$ cat src/rtl/universal_register_if.sv
// Control/data bundle for universal_register: the controller side drives
// mode, data and serial inputs; the register side returns q, q_bar and tc.
interface universal_register_if #(
  parameter int WIDTH = 8
);
  logic             en;
  logic             clear;
  logic [2:0]       mode;
  logic [WIDTH-1:0] d;
  logic             sr_in;
  logic             sl_in;
  logic [WIDTH-1:0] q;
  logic [WIDTH-1:0] q_bar;
  logic             tc;

  modport master (
    output en, clear, mode, d, sr_in, sl_in,
    input  q, q_bar, tc
  );

  modport slave (
    input  en, clear, mode, d, sr_in, sl_in,
    output q, q_bar, tc
  );
endinterface

$ cat src/rtl/universal_register.sv
// WIDTH-bit universal register: hold/shift/rotate/load/count with async preset.
// Define UNIREG_COUNT_EN to build the up/down counter and a live tc output.
module universal_register #(
  parameter int                 WIDTH        = 8,
  parameter logic [WIDTH-1:0]   PRESET_VALUE = {WIDTH{1'b0}},
  parameter bit                 INVERT_CLOCK = 1'b0
) (
  input  logic                 s_clock,
  input  logic                 preset,
  universal_register_if.slave  bus
);

  localparam logic [2:0] M_HOLD = 3'b000;
  localparam logic [2:0] M_SHR  = 3'b001;
  localparam logic [2:0] M_SHL  = 3'b010;
  localparam logic [2:0] M_LOAD = 3'b011;
  localparam logic [2:0] M_INC  = 3'b100;
  localparam logic [2:0] M_DEC  = 3'b101;
  localparam logic [2:0] M_ROR  = 3'b110;
  localparam logic [2:0] M_ROL  = 3'b111;

  logic [WIDTH-1:0] q_q;
  logic [WIDTH-1:0] q_d;

`ifdef UNIREG_COUNT_EN
  localparam logic [WIDTH-1:0] ONE = WIDTH'(1);
`endif

  // clear overrides the enable so a stalled stage can still be zeroed
  always_comb begin
    q_d = q_q;
    if (bus.clear) begin
      q_d = '0;
    end else if (bus.en) begin
      case (bus.mode)
        M_HOLD: q_d = q_q;
        M_SHR:  q_d = {bus.sr_in, q_q[WIDTH-1:1]};
        M_SHL:  q_d = {q_q[WIDTH-2:0], bus.sl_in};
        M_LOAD: q_d = bus.d;
`ifdef UNIREG_COUNT_EN
        M_INC:  q_d = q_q + ONE;
        M_DEC:  q_d = q_q - ONE;
`else
        M_INC:  q_d = q_q;
        M_DEC:  q_d = q_q;
`endif
        M_ROR:  q_d = {q_q[0], q_q[WIDTH-1:1]};
        M_ROL:  q_d = {q_q[WIDTH-2:0], q_q[WIDTH-1]};
        default: q_d = q_q;
      endcase
    end
  end

  // edge selection lives here so callers never build an inverted clock
  generate
    if (INVERT_CLOCK) begin : g_neg
      always_ff @(negedge s_clock or posedge preset) begin
        if (preset) q_q <= PRESET_VALUE;
        else        q_q <= q_d;
      end
    end else begin : g_pos
      always_ff @(posedge s_clock or posedge preset) begin
        if (preset) q_q <= PRESET_VALUE;
        else        q_q <= q_d;
      end
    end
  endgenerate

  assign bus.q     = q_q;
  assign bus.q_bar = ~q_q;

`ifdef UNIREG_COUNT_EN
  // tc is independent of en so it can feed the next stage's enable
  assign bus.tc = ((bus.mode == M_INC) && (&q_q)) ||
                  ((bus.mode == M_DEC) && (q_q == '0));
`else
  assign bus.tc = 1'b0;
`endif

endmodule

$ cat src/flat_wrapper.sv
// flat-port wrapper written by rule: the top's interface ports become plain ports
module universal_register_flat 
#(
  parameter int                 WIDTH        = 8,
  parameter logic [WIDTH-1:0]   PRESET_VALUE = {WIDTH{1'b0}},
  parameter bit                 INVERT_CLOCK = 1'b0
)
  (s_clock, preset, bus_en, bus_clear, bus_mode, bus_d, bus_sr_in, bus_sl_in, bus_q, bus_q_bar, bus_tc);
  universal_register_if #(.WIDTH(WIDTH)) bus_i ();
  input  logic s_clock;
  input  logic preset;
  input wire logic [$bits(bus_i.en)-1:0] bus_en;
  input wire logic [$bits(bus_i.clear)-1:0] bus_clear;
  input wire logic [$bits(bus_i.mode)-1:0] bus_mode;
  input wire logic [$bits(bus_i.d)-1:0] bus_d;
  input wire logic [$bits(bus_i.sr_in)-1:0] bus_sr_in;
  input wire logic [$bits(bus_i.sl_in)-1:0] bus_sl_in;
  output wire logic [$bits(bus_i.q)-1:0] bus_q;
  output wire logic [$bits(bus_i.q_bar)-1:0] bus_q_bar;
  output wire logic [$bits(bus_i.tc)-1:0] bus_tc;
  assign bus_i.en = bus_en;
  assign bus_i.clear = bus_clear;
  assign bus_i.mode = bus_mode;
  assign bus_i.d = bus_d;
  assign bus_i.sr_in = bus_sr_in;
  assign bus_i.sl_in = bus_sl_in;
  assign bus_q = bus_i.q;
  assign bus_q_bar = bus_i.q_bar;
  assign bus_tc = bus_i.tc;
  universal_register #(.WIDTH(WIDTH), .PRESET_VALUE(PRESET_VALUE), .INVERT_CLOCK(INVERT_CLOCK)) u_core (.s_clock(s_clock), .preset(preset), .bus(bus_i));
endmodule
$ cat config.mk
export PLATFORM = sky130hd
export DESIGN_NAME = universal_register_flat
export DESIGN_NICKNAME = d
export VERILOG_FILES = /design/src/rtl/universal_register_if.sv /design/src/rtl/universal_register.sv /design/src/flat_wrapper.sv
export SDC_FILE = /design/constraint.sdc
export NUM_CORES = 1
export LEC_CHECK = 0
export ABC_CLOCK_PERIOD_IN_PS = 2400
export BUFFER_PORTS_ARGS = -buffer_cell sky130_fd_sc_hd__buf_2
export CAP_MARGIN = 0
export CELL_PAD_IN_SITES_DETAIL_PLACEMENT = 1
export CELL_PAD_IN_SITES_GLOBAL_PLACEMENT = 1
export CORE_ASPECT_RATIO = 1.5
export CORE_UTILIZATION = 33
export CTS_CLUSTER_SIZE = 24
export DETAILED_ROUTE_END_ITERATION = 6
export GPL_ROUTABILITY_DRIVEN = 0
export PLACE_DENSITY_LB_ADDON = 0.1
export SYNTH_ARGS = -nofsm -noshare
export SYNTH_HDL_FRONTEND = slang
export SYNTH_SLANG_ARGS = --single-unit
$ cat constraint.sdc
create_clock -name s_clock -period 2.4 [get_ports s_clock]
set_input_delay 0.12 -clock s_clock [delete_from_list [all_inputs] [get_ports s_clock]]
set_output_delay 0.12 -clock s_clock [all_outputs]
set_load 0.005 [all_outputs]
=== Word level (Yosys, flattened, before mapping) ===
Cells that the tools add are included.

* Equal/unequal tests: 8
* Multiplexer cells: 3
* Bitwise operators: 1
* Reduce and logical (&&, ||, !) cells: 4

{| class="wikitable"
|+ Operator list
! kind !! count
|-
| 8-bit one-hot mux with 5 select lines || 1
|-
| 8-bit 2-to-1 mux || 2
|-
| 3-bit equality test, second input constant || 4
|-
| 8-bit inverter || 1
|-
| 3-bit by 2-bit equality test with 1-bit output, second input constant || 2
|-
| 3-bit by 1-bit equality test with 1-bit output, second input constant || 1
|-
| 3-bit logical NOT || 1
|-
| 3-bit OR reduction || 1
|-
| 2-bit by 1-bit != test with 1-bit output, second input constant || 1
|-
| 2-bit AND reduction || 1
|-
| 2-bit nonzero test || 1
|}

* Flip-flop bits (word level): 8
* Logic and storage cells: 17
* Bits of input ports: 17

=== Depth between registers and ports, before layout ===
* Depth after elaboration: 4
* Mapped depth: 5
* Depth with buffers taken out: 3

=== Least setup slack after synthesis ===
OpenSTA, ideal clock, no wires.

* Path type: register to register
* Start: reg u_core.q_q[6], in the netlist u_core.bus.q[6]
* End: reg u_core.q_q[7], in the netlist u_core.bus.q[7]
* Arrival: 982 ps
* Cell stages (with the launch flop): 4
* Period minus slack after synthesis: 1103 ps
* Path slack: 1297 ps
* Path through: dfrtp_1 > nor2b_1 > a211o_1 > a32o_1

* Longest elaborated chain between the ends: 3

{| class="wikitable"
|+ Ends and longest elaborated chain
! element !! line !! text
|-
| start, declared || universal_register.sv:22 || <nowiki>logic [WIDTH-1:0] q_q;</nowiki>
|-
| start signal, assigned || universal_register.sv:64 || <nowiki>else q_q <= q_d;</nowiki>
|-
| 8-bit one-hot mux with 5 select lines || universal_register.sv:35 || <nowiki>case (bus.mode)</nowiki>
|-
| 8-bit 2-to-1 mux || universal_register.sv:34 || <nowiki>end else if (bus.en) begin</nowiki>
|-
| 8-bit 2-to-1 mux || universal_register.sv:32 || <nowiki>if (bus.clear) begin</nowiki>
|}

Every way passes these cells. The select of a mux whose other input is x is not followed.
A chain may end at the register's enable or synchronous reset.

=== Final worst setup path ===
Same ends and word-level chain as after synthesis.

==> impl_metrics.py <==
metrics = {
    "outcome": {
        "outcome": "complete, no violations",
    },
    "logic_synthesis": {
        "synth-edff-count": 0,
        "synth_most_common_cell": "inv_1",
        "synth_seq_area_share_pct": 30.2,
        "yosysUniqueCellTypes": 33,
        "synth_top_area_share_pct": 30.2,
        "synth_cells": 71,
        "synth_common_cells": "inv_1 (9), dfrtp_1 (8), o221ai_1 (6)",
        "yosysTopAreaCell": "dfrtp_1",
        "synth_flop_cell": "dfrtp_1",
        "async_flop_share_pct": 100,
        "synth.area.top_cells": "dfrtp_1 (30%), o221ai_1 (7.9%), a22oi_1 (5.7%), o211ai_1 (5.7%), inv_1 (5.1%)",
        "syn_area_um2": 662,
        "synth_seq_cells": 8,
        "avgSynthCellArea_um2": 9.32,
        "syn_nets": 88,
        "yosysWarnings": 0,
    },
    "worst_setup_path": {
        "critPathRequiredTime_ns": 2.54,
        "worstPathArrival_ns": 1.33,
        "worstSetupPathType": "reg2reg",
        "cp-end-kind": "flip-flop",
        "crit_slowest_cell": "dfrtp_1",
        "critPathTopFamily": "compound AO/OA/AOI/OAI gates",
        "path_max_fanout": 5,
        "crit_chain": "nor2b_1 > a211o_1 > a32o_1",
        "cpPeakStageDelay_ns": 0.43,
        "cp_num_buf_inv": 0,
        "start_kind": "flip-flop",
    },
    "placement": {
        "dp_slack_ns": 1.07,
        "hpwl_um": 1480,
        "io_buffers": 32,
    },
    "drt": {
        "wl_per_cell_um": 15.9,
        "detail-route-antenna-nets": 0,
        "drt_first_iter_violations": 18,
        "drc_errors": 0,
        "vias_per_cell": 5.52,
        "vias": 674,
        "wirelength_um": 1940,
        "dr.pass1.iters": 3,
    },
    "cts": {
        "cts_tree": "yes",
        "path_clk_slew_ns": 0.06,
        "htreeDepth": 1,
        "clockBufferDepth": 2,
        "cts_sinks": 8,
        "insertion_delay_ns": 0.25,
        "cts_setup_buffers": 0,
        "cts-root-buf": "clkbuf_4",
        "cts_resized": 0,
        "cts_buffers": 3,
    },
    "worst_hold_path": {
        "hold_class": "in2reg",
    },
    "global_routing": {
        "antenna_found_initial": 0,
        "grt_max_degree": 15,
        "grt-ovfl-total": 0,
        "grt_pass1_vias": 689,
        "grt_pass1_wl_um": 3280,
        "track_usage_pct": 21.0,
    },
    "sta": {
        "fin_crit_ns": 1.19,
        "worst_slew_pin_slew_ns": 0.554,
        "rsz0062_at_grt": "no",
        "finalSetupTns_ns": 0,
        "max_freq_mhz": 842,
        "setup_viol": 0,
        "relSlewSlack_pct": 63.0,
        "finalMaxSlewViolations": 0,
        "timing.final.ws_setup_ns": 1.21,
        "finalClockSkew_ns": 0.00240,
        "finalCritPeriodShare_pct": 49.5,
        "hold_violations": 0,
    },
    "power_and_ir_drop": {
        "total_power_mw": 0.341,
        "pwr-share-comb_pct": 26.2,
        "pwr-share-seq_pct": 43.3,
        "ir_drop_uv": 259,
        "powerDensity_nw_per_um2": 408,
        "p_switching_mw": 0.102,
        "power.leakage_nw": 0.385,
        "p_int_mw": 0.239,
        "switching_share_pct": 30.0,
        "power.share.clock_pct": 30.5,
    },
    "die": {
        "dieHeight_um": 56.9,
        "die-width_um": 38.6,
        "rows": 19,
        "dieArea_um2": 2190,
        "initial_utilization_pct": 35.7,
        "coreArea_um2": 1850,
        "io_pins": 34,
    },
    "run": {
        "maxCapViolCount": 0,
    },
    "cells_and_area": {
        "synthToLayoutAreaGrowth_pct": 26.5,
        "drive_above_1_share_pct": 40.6,
        "largest_reg_flops": 8,
        "antennaDiodeCount": 0,
        "nets": 120,
    },
}
[timing repair]
action                                 4_1_cts  5_1_grt
setup endpoints to repair                    0        0
hold buffers                                 1        0
endpoints found under the hold margin        8        0
[final cells by class]
class                      instances  area (um2)
timing repair buffer              33         170
sequential                         8         200
fill                             245        1020
multi-input combinational         48         384
clock buffer                       3        22.5
tap                               21        26.3
inverter                           9        33.8
[kinds of logic after synthesis]
kind of cell	synth area share (%)
AND/OR/NAND/NOR	17.4
multiplexers	4.73
other	0.567
AO/OA/AOI/OAI	32.9
flip-flops	30.2
XOR/XNOR	2.46
buffers and inverters	11.7
[power groups by stage]
stage	sequential, mW	combinational, mW	clock (mW)
5_1_grt	0.149	0.100	0.115
3_3_place_gp	0.150	0.0881	0
4_1_cts	0.148	0.0908	0.107
2_1_floorplan	0.149	0.0579	0
3_5_place_dp	0.150	0.0890	0
6_report	0.148	0.0894	0.104
[cell usage in the layout, fill, tap and decap left out, types with 2 or more instances in the layout]
cell type	count
o21a_1	2
o211ai_1	5
inv_1	9
clkbuf_4	3
buf_2	32
a22oi_1	5
dfrtp_1	8
nor2b_1	3
o221ai_1	6
nor2_1	5
mux2i_1	2
nand2b_1	2
[final timing paths]
check / start / end / slack [ns] / cells past startpoint
worst min register to register: u_core.bus.q[4] / u_core.bus.q[3] / 0.61 / 2
max in group asynchronous: preset / u_core.bus.q[0] / 1.78 / 3
worst min-delay path: bus_d[4] / u_core.bus.q[4] / 0.20 / 3
min in group asynchronous: preset / u_core.bus.q[3] / 0.37 / 3
worst max register to register: u_core.bus.q[6] / u_core.bus.q[7] / 1.21 / 3
worst max-delay path: u_core.bus.q[6] / u_core.bus.q[7] / 1.21 / 3
[per-layer routing]
metal	global-route usage, %	routed length, um	up-vias
met3	1.19	80	2
met1	26.4	766	330
met2	34.5	1070	18
li1	-	-	324
met4	10.3	17	0
met5	0	0	-
[worst min-delay path: cells and delay by family]
family          cells  cell delay [ns]
buf+inv             1             0.08
compound gates      2             0.21
[metrics by stage]
stage	hold slack [ns]	area, um2	instances	util (%)
after floorplan	-0.0643	662	71	-
after global placement	0.0979	805	118	43.4
after detailed placement	0.0985	805	118	43.4
after CTS	0.198	837	122	45.1
after global routing	0.241	837	122	45.1
final	0.202	837	122	45.1
Power figures use the tool's default switching activity.
